**src/rtl/branch_predict_resolve_pkg.sv**
```systemverilog
// Shared definitions for the branch predictor / resolver slice.
//   - 2-bit saturating counter encodings (SNT/WNT/WT/ST)
//   - FSM state encodings (ST_INIT/ST_RUN)
//   - pc_to_idx(): word-aligned PC to table index mapping
package branch_predict_resolve_pkg;

  localparam logic [1:0] SNT = 2'b00;
  localparam logic [1:0] WNT = 2'b01;
  localparam logic [1:0] WT  = 2'b10;
  localparam logic [1:0] ST  = 2'b11;

  localparam logic [0:0] ST_INIT = 1'b0;
  localparam logic [0:0] ST_RUN  = 1'b1;

  // Drops pc[1:0] and keeps the next idx_w bits; callers narrow the result.
  function automatic logic [63:0] pc_to_idx(input logic [63:0] pc,
                                            input int unsigned idx_w);
    return (pc >> 2) & ((64'd1 << idx_w) - 64'd1);
  endfunction

endpackage

```
**src/rtl/bht_sat_counter_array.sv**
```systemverilog
// Direct-mapped array of 2-bit saturating counters.
//   clk      : clock
//   rd_idx   : read index (asynchronous read)
//   rd_data  : counter at rd_idx, pre-update value in a colliding cycle
//   wr_en    : write strobe
//   wr_init  : when set, write WNT instead of a saturating update
//   wr_idx   : write index
//   wr_taken : update direction (1 = increment, 0 = decrement)
module bht_sat_counter_array
  import branch_predict_resolve_pkg::*;
#(
  parameter int unsigned ENTRIES = 64,
  parameter int unsigned IDX_W   = 6
) (
  input  logic             clk,
  input  logic [IDX_W-1:0] rd_idx,
  output logic [1:0]       rd_data,
  input  logic             wr_en,
  input  logic             wr_init,
  input  logic [IDX_W-1:0] wr_idx,
  input  logic             wr_taken
);

  logic [1:0] mem [ENTRIES];
  logic [1:0] cur;
  logic [1:0] nxt;

  assign rd_data = mem[rd_idx];

  always_comb begin
    cur = mem[wr_idx];
    nxt = cur;
    if (wr_init)
      nxt = WNT;
    else if (wr_taken)
      nxt = (cur == ST) ? ST : cur + 2'd1;
    else
      nxt = (cur == SNT) ? SNT : cur - 2'd1;
  end

  // Storage is intentionally unreset; the top-level sweep initialises it.
  always_ff @(posedge clk) begin
    if (wr_en)
      mem[wr_idx] <= nxt;
  end

endmodule

```
**src/rtl/branch_predict_resolve.sv**
```systemverilog
// Branch direction predictor and execute-stage resolver.
//   fetch_valid/fetch_pc     : PC to predict; pred_valid/pred_taken one cycle later
//   ex_valid/ex_pc/ex_pred_taken/ex_branch_result/ex_target : resolved branch
//   redirect_valid/redirect_pc/flush : registered one-cycle mispredict redirect
//   init_busy                : table sweep in progress
//   branch_count/mispredict_count : wrapping statistics
module branch_predict_resolve
  import branch_predict_resolve_pkg::*;
#(
  parameter int unsigned XLEN        = 32,
  parameter int unsigned BHT_ENTRIES = 64,
  parameter int unsigned IDX_W       = 6
) (
  input  logic            clk,
  input  logic            rst_n,
  input  logic            fetch_valid,
  input  logic [XLEN-1:0] fetch_pc,
  output logic            pred_valid,
  output logic            pred_taken,
  input  logic            ex_valid,
  input  logic [XLEN-1:0] ex_pc,
  input  logic            ex_pred_taken,
  input  logic            ex_branch_result,
  input  logic [XLEN-1:0] ex_target,
  output logic            redirect_valid,
  output logic [XLEN-1:0] redirect_pc,
  output logic            flush,
  output logic            init_busy,
  output logic [31:0]     branch_count,
  output logic [31:0]     mispredict_count
);

  logic [0:0]       state;
  logic [IDX_W-1:0] sweep_ptr;
  logic [IDX_W-1:0] fetch_idx;
  logic [IDX_W-1:0] ex_idx;
  logic [IDX_W-1:0] wr_idx;
  logic [1:0]       rd_data;
  logic             in_run;
  logic             update;
  logic             mispredict;

  assign fetch_idx  = IDX_W'(pc_to_idx(64'(fetch_pc), IDX_W));
  assign ex_idx     = IDX_W'(pc_to_idx(64'(ex_pc), IDX_W));
  assign in_run     = (state == ST_RUN);
  assign init_busy  = (state == ST_INIT);
  assign update     = ex_valid & in_run;
  assign mispredict = ex_valid & (ex_pred_taken != ex_branch_result);
  assign wr_idx     = in_run ? ex_idx : sweep_ptr;
  assign flush      = redirect_valid;

  bht_sat_counter_array #(
    .ENTRIES (BHT_ENTRIES),
    .IDX_W   (IDX_W)
  ) u_bht (
    .clk      (clk),
    .rd_idx   (fetch_idx),
    .rd_data  (rd_data),
    .wr_en    (init_busy | update),
    .wr_init  (init_busy),
    .wr_idx   (wr_idx),
    .wr_taken (ex_branch_result)
  );

  always_ff @(posedge clk or negedge rst_n) begin
    if (!rst_n) begin
      state     <= ST_INIT;
      sweep_ptr <= '0;
    end else if (state == ST_INIT) begin
      sweep_ptr <= sweep_ptr + 1'b1;
      if (sweep_ptr == IDX_W'(BHT_ENTRIES - 1))
        state <= ST_RUN;
    end
  end

  always_ff @(posedge clk or negedge rst_n) begin
    if (!rst_n) begin
      pred_valid <= 1'b0;
      pred_taken <= 1'b0;
    end else begin
      pred_valid <= fetch_valid;
      pred_taken <= fetch_valid & in_run & rd_data[1];
    end
  end

  // Redirect is evaluated even during the sweep; only table and stats wait for RUN.
  always_ff @(posedge clk or negedge rst_n) begin
    if (!rst_n) begin
      redirect_valid <= 1'b0;
      redirect_pc    <= '0;
    end else begin
      redirect_valid <= mispredict;
      if (mispredict)
        redirect_pc <= ex_branch_result ? ex_target : ex_pc + XLEN'(4);
    end
  end

  always_ff @(posedge clk or negedge rst_n) begin
    if (!rst_n) begin
      branch_count     <= '0;
      mispredict_count <= '0;
    end else if (update) begin
      branch_count <= branch_count + 32'd1;
      if (mispredict)
        mispredict_count <= mispredict_count + 32'd1;
    end
  end

endmodule

```
**config.mk**
```make
export PLATFORM = sky130hd
export DESIGN_NAME = branch_predict_resolve
export DESIGN_NICKNAME = d
export VERILOG_FILES = /design/src/rtl/branch_predict_resolve_pkg.sv /design/src/rtl/bht_sat_counter_array.sv /design/src/rtl/branch_predict_resolve.sv
export SDC_FILE = /design/constraint.sdc
export NUM_CORES = 1
export LEC_CHECK = 0
export ABC_AREA = 1
export CELL_PAD_IN_SITES_DETAIL_PLACEMENT = 0
export CELL_PAD_IN_SITES_GLOBAL_PLACEMENT = 1
export CORE_UTILIZATION = 43
export DETAILED_ROUTE_END_ITERATION = 6
export PLACE_DENSITY_LB_ADDON = 0.08
export SETUP_SLACK_MARGIN = 0.3
export SLEW_MARGIN = 20
export SYNTH_ARGS = -nofsm -noshare
export SYNTH_HDL_FRONTEND = slang
export SYNTH_HIERARCHICAL = 1
export SYNTH_SLANG_ARGS = --single-unit
```
**constraint.sdc**
```tcl
create_clock -name clk -period 10.8 [get_ports clk]
set_input_delay 3.24 -clock clk [delete_from_list [all_inputs] [get_ports clk]]
set_output_delay 3.24 -clock clk [all_outputs]
set_load 0.1 [all_outputs]
```
==> results of run 1 <==
how the worst min path moves through the flow:
stage | slack, ns | cells past startpoint | to | start
6_report | 0.47 | 1 | branch_count[31] | branch_count[31]
5_1_grt | 0.49 | 1 | branch_count[31] | branch_count[31]
4_1_cts | 0.48 | 1 | branch_count[31] | branch_count[31]
3_5_place_dp | 0.46 | 1 | branch_count[31] | branch_count[31]
3_3_place_gp | 0.46 | 1 | branch_count[31] | branch_count[31]
2_1_floorplan | 0.47 | 2 | sweep_ptr[1] | sweep_ptr[1]
metal layers:
metal / up-vias / part of all wire, % / track usage [%]
li1: 5626 / - / -
met1: 5195 / 46 / 32.93
met2: 282 / 47 / 39.41
met3: 58 / 5.3 / 2.814
met4: 0 / 2.6 / 7.391
met5: - / 0 / 0
layout make-up:
cell class                      instances  area [sq um]  area share [%]
Sequential cell                       234          6496           40.79
Multi-Input combinational cell       1242          5623           35.31
Timing Repair Buffer                  188          1849           11.61
Clock buffer                           32         734.5           4.612
Inverter                              134         510.5           3.206
Tap cell                              390         488.0           3.064
Clock inverter                         18         221.5           1.391
Antenna cell                            1         2.502         0.01571
cells in the final DEF (no fill, tap or decap), drive strengths merged, types with 5 or more instances in the layout:
cell           instances
o211ai                 5
o21ai                 71
inv                  134
nor2                 268
nand3                 91
a21oi                 23
clkdlybuf4s50        175
o22ai                  8
edfxtp               128
clkbuf                32
xor2                  30
nand2                658
nor3                  14
nand3b                 8
nand4                 12
a2bb2oi                6
bufinv                 5
clkinv                12
xnor2                 21
buf                   13
or2                    7
dfrtp                106
registers in the layout (all words and copies together) (netlist names):
register	flops
mispredict_count	32
flush	1
u_bht/mem	128
sweep_ptr	6
branch_count	32
redirect_pc	32
pred_valid	1
pred_taken	1
in_run	1
power breakdown:
group	switching (mW)	total, mW	internal [mW]
Clock	0.370	0.973	0.603
Sequential	0.0105	0.966	0.955
Combinational	0.226	0.309	0.0829
Total	0.606	2.25	1.64
stage by stage:
stage	power [mW]	instances	area [sq um]	setup WS (ns)
after floorplan	1.191	1675	12960	4.220
after global placement	1.292	2188	14970	3.473
after detailed placement	1.293	2188	14970	3.402
after CTS	2.272	2238	15920	3.954
after global routing	2.323	2239	15930	3.645
final	2.248	2239	15930	3.941
==> flow_metrics.env, run 1 <==
export IMPL_slowest_delay_ns=0.73
export IMPL_syn_inst=1675
export IMPL_overflow=0
export IMPL_p_leak_nw=6.800
export IMPL_gp_congestion=0.8725
export IMPL_htree_num_levels=1
export IMPL_root_buffer="clkbuf_16"
export IMPL_drv_slew=0
export IMPL_insertion_delay_ns=0.55
export IMPL_synth_warnings=6
export IMPL_final_antenna_net_count=0
export IMPL_rrSetupSlack_ns=6.27
export IMPL_core_area_sq_mm=0.02964
export IMPL_drt_total_wl_mm=36.21
export IMPL_initial_core_util_pct=43.71
export IMPL_cp_arrival_ns=7.17
export IMPL_numClockSinks=234
export IMPL_endpoint="u_bht/mem[14][1]"
export IMPL_period_needed_ns=6.859
export IMPL_cts_resized=0
export IMPL_fill_cells=2829
export IMPL_path_delay_family="buffers and inverters"
export IMPL_end_kind="register"
export IMPL_worstSetupStartpoint="ex_pc[2]"
export IMPL_drv_cap=0
export IMPL_viasPerCell=4.985
export IMPL_crit_type="input pin to register"
export IMPL_dr_total_vias=11160
export IMPL_cp_start_kind="input pin"
export IMPL_cp_depth=15
export IMPL_reg2reg_depth=15
export IMPL_drive_above_1_share_pct=5.519
export IMPL_rows=63
export IMPL_die_h_um=175.6
export IMPL_synth_avg_cell_area_sq_um=7.735
export IMPL_pin_count=203
export IMPL_clkTransAtPathRegs_ns=0.06
export IMPL_worst_pin_slew_ns=1.032
export IMPL_rr_startpoint="in_run"
export IMPL_setup_viol=0
export IMPL_synth_nets=1781
export IMPL_clock_fmax_ghz=0.1458
export IMPL_fin_skew_ns=0.02857
export IMPL_drc=0
export IMPL_cp_max_fo=81
export IMPL_die_width_um=175.6
export IMPL_track_usage_pct=23.92
export IMPL_grt_start_max_net_pins=82
export IMPL_port_buffers=176
export IMPL_setup_tns_ns=0
export IMPL_hold_path_class="register to register"
export IMPL_cts_buffers=27
export IMPL_fin_util_pct=53.73
export IMPL_crit_top_cell="nand2_1"
export IMPL_max_slew_margin_pct=30.99
export IMPL_grt_pass1_vias=10970
export IMPL_hold_viol=0
export IMPL_path_cells="clkdlybuf4s50_1 -> inv_1 -> o21ai_4 -> buf_4 -> inv_4 -> nand2_1 -> nand3_1 -> nand2_1 -> o21ai_1 -> nand2_1 -> nor2_1 -> nand3b_1 -> nand2_1 -> nor2_4 -> buf_4"
export IMPL_critPathBufInv=5
export IMPL_ctsHoldBuffers=0
export IMPL_clk_path_buf_depth=3
export IMPL_wl_per_cell_um=16.17
export IMPL_timing_hold_ws_ns=0.4741
export IMPL_nets=1933
export IMPL_fin_crit_sh_pct=63.51
export IMPL_synthToLayoutAreaGrowth_pct=22.92
export IMPL_ir_drop_uv=104.2
export IMPL_drtPass1Iterations=5
export IMPL_worst_ep_required_time_ns=11.11
export IMPL_cts_tree="yes"
export IMPL_antenna_found_initial=1
export IMPL_hpwlAfterDp_mm=24.92
export IMPL_cp_slowest_cell="buf_4"
export IMPL_drt_initial_drc_count=789
export IMPL_netlist_area_sq_mm=0.01296
export IMPL_status="completed"
export IMPL_die_area_sq_mm=0.03083
export IMPL_rsz0062_at_grt="no"
export IMPL_post_cts_buffers=0
export IMPL_r2r_end="u_bht/mem[14][1]"
export IMPL_grt_pass1_wl_mm=58.17
export IMPL_cellPowerDensity_mw_per_mm2=141.1
(Power assumes the default switching activity.)
==> run 2: changes to the inputs <==
Settings changed: CORE_UTILIZATION 43 to 36.
Clock period 10.8 ns to 5.9 ns, I/O delays scaled along.
==> run 2 against run 1 <==
Largest cell class unchanged; sequential power rose by 83%; core utilization fell by 7.8 points; global-route usage fell by 2.6 points; final cell count rose by 4.0%; sequential share of layout area fell by 0.92 points.
==> flow_metrics.env, run 2 (same netlist as run 1, synthesis figures left out) <==
export IMPL_drv_slew=0
export IMPL_dp_cells=2273
export IMPL_grt_pass1_vias=10880
export IMPL_numClockSinks=234
export IMPL_drt_initial_drc_count=659
export IMPL_cts_resized=0
export IMPL_timing_hold_ws_ns=0.4599
export IMPL_htree_num_levels=1
export IMPL_drv_cap=0
export IMPL_hold_path_end="branch_count[31]"
export IMPL_drt_total_wl_mm=39.03
export IMPL_hold_path_class="register to register"
export IMPL_hold_viol=0
export IMPL_setup_viol=0
export IMPL_clk_path_buf_depth=3
export IMPL_post_cts_buffers=0
export IMPL_insertion_delay_ns=0.56
export IMPL_crit_type="register to primary output"
export IMPL_root_buffer="clkbuf_16"
export IMPL_die_area_sq_mm=0.03675
export IMPL_viasPerCell=4.815
export IMPL_layout_common_cells="nand2_1, nor2_1, clkdlybuf4s50_1, inv_1, edfxtp_1"
export IMPL_reg2reg_depth=14
export IMPL_p_leak_nw=6.934
export IMPL_worstSetupStartpoint="in_run"
export IMPL_fin_crit_sh_pct=77.33
export IMPL_worst_ep_required_time_ns=4.13
export IMPL_dr_total_vias=11210
export IMPL_overflow=0
export IMPL_largest_reg_flops=128
export IMPL_final_common_cell="nand2_1"
export IMPL_rr_startpoint="in_run"
export IMPL_clock_fmax_ghz=0.2192
export IMPL_core_area_sq_mm=0.03548
export IMPL_final_antenna_net_count=0
export IMPL_period_needed_ns=4.563
export IMPL_fin_cells=2328
export IMPL_regMostFlops="u_bht/mem"
export IMPL_fin_ws_ns=1.337
export IMPL_pin_count=203
export IMPL_ctsHoldBuffers=0
export IMPL_cp_arrival_ns=2.79
export IMPL_synthToLayoutAreaGrowth_pct=25.76
export IMPL_status="completed"
export IMPL_n_antenna_cell=0
export IMPL_die_h_um=191.7
export IMPL_setup_tns_ns=0
export IMPL_fin_skew_ns=0.009947
export IMPL_grt_pass1_wl_mm=60.60
export IMPL_end_kind="primary output"
export IMPL_rrSetupSlack_ns=2.32
export IMPL_nets=1950
export IMPL_drive_above_1_share_pct=6.320
export IMPL_drtPass1Iterations=6
export IMPL_hold_path_depth=1
export IMPL_drc=0
export IMPL_initial_core_util_pct=36.51
export IMPL_worst_pin_slew_ns=1.050
export IMPL_cp_max_fo=15
export IMPL_hp_start="branch_count[31]"
export IMPL_max_slew_margin_pct=29.78
export IMPL_cts_tree="yes"
export IMPL_rsz0062_at_grt="no"
export IMPL_ir_drop_uv=272.9
export IMPL_grt_start_max_net_pins=59
export IMPL_place_ws_ns=0.7837
export IMPL_power_mw=4.370
export IMPL_cp_start_kind="register"
export IMPL_die_width_um=191.7
export IMPL_port_buffers=176
export IMPL_clkTransAtPathRegs_ns=0.06
export IMPL_cellPowerDensity_mw_per_mm2=268.2
export IMPL_rows=69
export IMPL_wl_per_cell_um=16.77
export IMPL_track_usage_pct=21.36
export IMPL_r2r_end="u_bht/mem[46][1]"
export IMPL_cts_buffers=30
export IMPL_hpwlAfterDp_mm=27.58
export IMPL_antenna_found_initial=0
export IMPL_gp_congestion=0.8245
run 2: how the worst max path moves through the flow:
stage / endpoint / slack [ns] / depth (start not counted)
floorplan: u_bht/mem[0][1] / 0.79 / 12
global placement: u_bht/mem[47][1] / 0.81 / 14
detailed placement: u_bht/mem[47][1] / 0.78 / 14
CTS: init_busy / 1.30 / 2
global route: init_busy / 1.18 / 2
finish: init_busy / 1.34 / 2
run 2: final cells by class:
| class | count | area, sq um |
|---|---|---|
| multi-input combinational | 1242 | 5623 |
| inverter | 134 | 510.5 |
| fill | 3599 | 19190 |
| tap | 461 | 576.8 |
| clock buffer | 36 | 804.5 |
| timing repair buffer | 202 | 1979 |
| sequential | 234 | 6496 |
| clock inverter | 19 | 302.8 |
run 2: critical path, stage by stage, from the launching register on:
cell and delay, ns:
dfrtp_1 0.51, inv_1 0.43, clkdlybuf4s50_1 1.28
run 2: through the flow:
stage	area, sq um	util, %
floorplan	12960	-
global placement	15190	42.80
detailed placement	15190	42.80
CTS	16290	45.92
global route	16290	45.92
finish	16290	45.92
run 2: metal layers:
| metal | routed length, um | track usage (%) | vias up |
|---|---|---|---|
| met5 | 0 | 0 | - |
| met3 | 1476 | 3.179 | 41 |
| met4 | 681 | 4.365 | 0 |
| met2 | 18840 | 35.85 | 214 |
| li1 | - | - | 5667 |
| met1 | 18030 | 29.10 | 5288 |
run 2: report_power, final:
group	leakage [nW]	total (mW)	switching, mW	internal, mW
clock network	0.532	2.03	0.719	1.31
logic	4.20	0.568	0.416	0.152
registers	2.20	1.77	0.0199	1.75
==> run 3: changes to the inputs <==
Clock period 5.9 ns to 3.85 ns, I/O delays scaled along.
==> run 3 against run 2 <==
Wire length is 0.59% lower; highest routed layer unchanged; largest power group is now sequential cells; via count is 1.3% higher; critical path type is now input pin to register; core utilization rose by 0.081 points; critical path depth rose by 12; largest cell class unchanged; critical endpoint is now u_bht/mem[40][1].
==> flow_metrics.env, run 3 (same netlist as run 1, synthesis figures left out) <==
export IMPL_status="completed"
export IMPL_cts_resized=0
export IMPL_place_ws_ns=0.03557
export IMPL_overflow=0
export IMPL_drt_initial_drc_count=735
export IMPL_setup_tns_ns=0
export IMPL_rr_startpoint="in_run"
export IMPL_insertion_delay_ns=0.55
export IMPL_final_common_cell="nand2_1"
export IMPL_drv_slew=0
export IMPL_root_buffer="clkbuf_16"
export IMPL_clock_fmax_ghz=0.3062
export IMPL_worst_ep_required_time_ns=4.13
export IMPL_timing_hold_ws_ns=0.4722
export IMPL_regMostFlops="u_bht/mem"
export IMPL_cts_tree="yes"
export IMPL_fin_skew_ns=0.01160
export IMPL_layout_common_cells="nand2_1, nor2_1, buf_4, inv_1, edfxtp_1"
export IMPL_drtPass1Iterations=5
export IMPL_n_antenna_cell=0
export IMPL_hold_viol=0
export IMPL_ir_drop_uv=334.3
export IMPL_ctsHoldBuffers=0
export IMPL_end_kind="register"
export IMPL_rrSetupSlack_ns=0.91
export IMPL_cellPowerDensity_mw_per_mm2=382.5
export IMPL_numClockSinks=234
export IMPL_drt_total_wl_mm=38.80
export IMPL_largest_reg_flops=128
export IMPL_rsz0062_at_grt="no"
export IMPL_worst_pin_slew_ns=0.9724
export IMPL_max_slew_margin_pct=34.97
export IMPL_hpwlAfterDp_mm=28.48
export IMPL_grt_pass1_vias=10890
export IMPL_grt_pass1_wl_mm=60.43
export IMPL_hold_path_class="register to register"
export IMPL_viasPerCell=4.798
export IMPL_cp_arrival_ns=3.55
export IMPL_core_area_sq_mm=0.03548
export IMPL_cp_start_kind="input pin"
export IMPL_rows=69
export IMPL_nets=1990
export IMPL_crit_type="input pin to register"
export IMPL_period_needed_ns=3.266
export IMPL_fin_crit_sh_pct=84.83
export IMPL_gp_congestion=0.8423
export IMPL_die_width_um=191.7
export IMPL_fin_ws_ns=0.5839
export IMPL_die_area_sq_mm=0.03675
export IMPL_synthToLayoutAreaGrowth_pct=25.98
export IMPL_clkTransAtPathRegs_ns=0.06
export IMPL_track_usage_pct=21.28
export IMPL_grt_start_max_net_pins=61
export IMPL_antenna_found_initial=0
export IMPL_dr_total_vias=11360
export IMPL_initial_core_util_pct=36.51
export IMPL_setup_viol=0
export IMPL_post_cts_buffers=0
export IMPL_placed_area_sq_mm=0.01539
export IMPL_htree_num_levels=1
export IMPL_pin_count=203
export IMPL_clk_path_buf_depth=3
export IMPL_wl_per_cell_um=16.39
export IMPL_power_mw=6.244
export IMPL_drv_cap=0
export IMPL_cp_max_fo=40
export IMPL_hp_start="branch_count[31]"
export IMPL_finalInstanceArea_sq_mm=0.01632
export IMPL_drive_above_1_share_pct=13.43
export IMPL_die_h_um=191.7
export IMPL_drc=0
export IMPL_port_buffers=176
export IMPL_p_leak_nw=7.258
export IMPL_cts_buffers=28
export IMPL_worstSetupStartpoint="ex_pc[2]"
export IMPL_final_antenna_net_count=0
-- run 3: path summary, 6_finish.rpt --
kind                               endpoint  depth (start not counted)
min reg2reg                branch_count[31]                          1
max reg2reg                u_bht/mem[40][1]                         14
min in group asynchronous   redirect_pc[14]                          1
max                        u_bht/mem[40][1]                         14
min                        branch_count[31]                          1
max in group asynchronous  branch_count[28]                          2
-- run 3: routing by layer --
metal,wire length [um],share of wire (%),vias up,global-route usage [%]
li1,-,-,5747,-
met1,18550,48,5303,30.12
met2,17700,46,257,34.25
met3,1782,4.6,50,2.741
met4,762,2.0,0,5.281
met5,0,0,-,0
-- run 3: critical path, cell delays in order --
cell	delay (ns)
clkdlybuf4s50_1	0.49
inv_1	0.10
o21ai_4	0.22
buf_12	0.25
nand2_1	0.08
o211ai_1	0.10
nand2_1	0.09
o21ai_1	0.18
nand2_1	0.07
nor2_1	0.16
nand2_1	0.10
a21oi_1	0.24
nor2_4	0.08
buf_12	0.18
-- run 3: area by class of cell --
class	instances	area, sq um
clock inverters	15	130.1
multi-input cells	1242	5625
well taps	461	576.8
clock buffers	37	805.8
flip-flops and latches	234	6496
repair buffers	244	2177
fillers	3530	19160
inverters	134	510.5
-- run 3: stage by stage --
step / instances / utilization, %
after floorplan: 1675 / -
after global placement: 2315 / 43.36
after detailed placement: 2315 / 43.36
after CTS: 2367 / 46.00
after global routing: 2367 / 46.00
final: 2367 / 46.00
-- run 3: where the power goes --
| part | switching (mW) | internal (mW) |
|---|---|---|
| Combinational | 0.639 | 0.226 |
| Clock | 1.07 | 1.60 |
| Sequential | 0.0298 | 2.68 |
| Total | 1.74 | 4.50 |
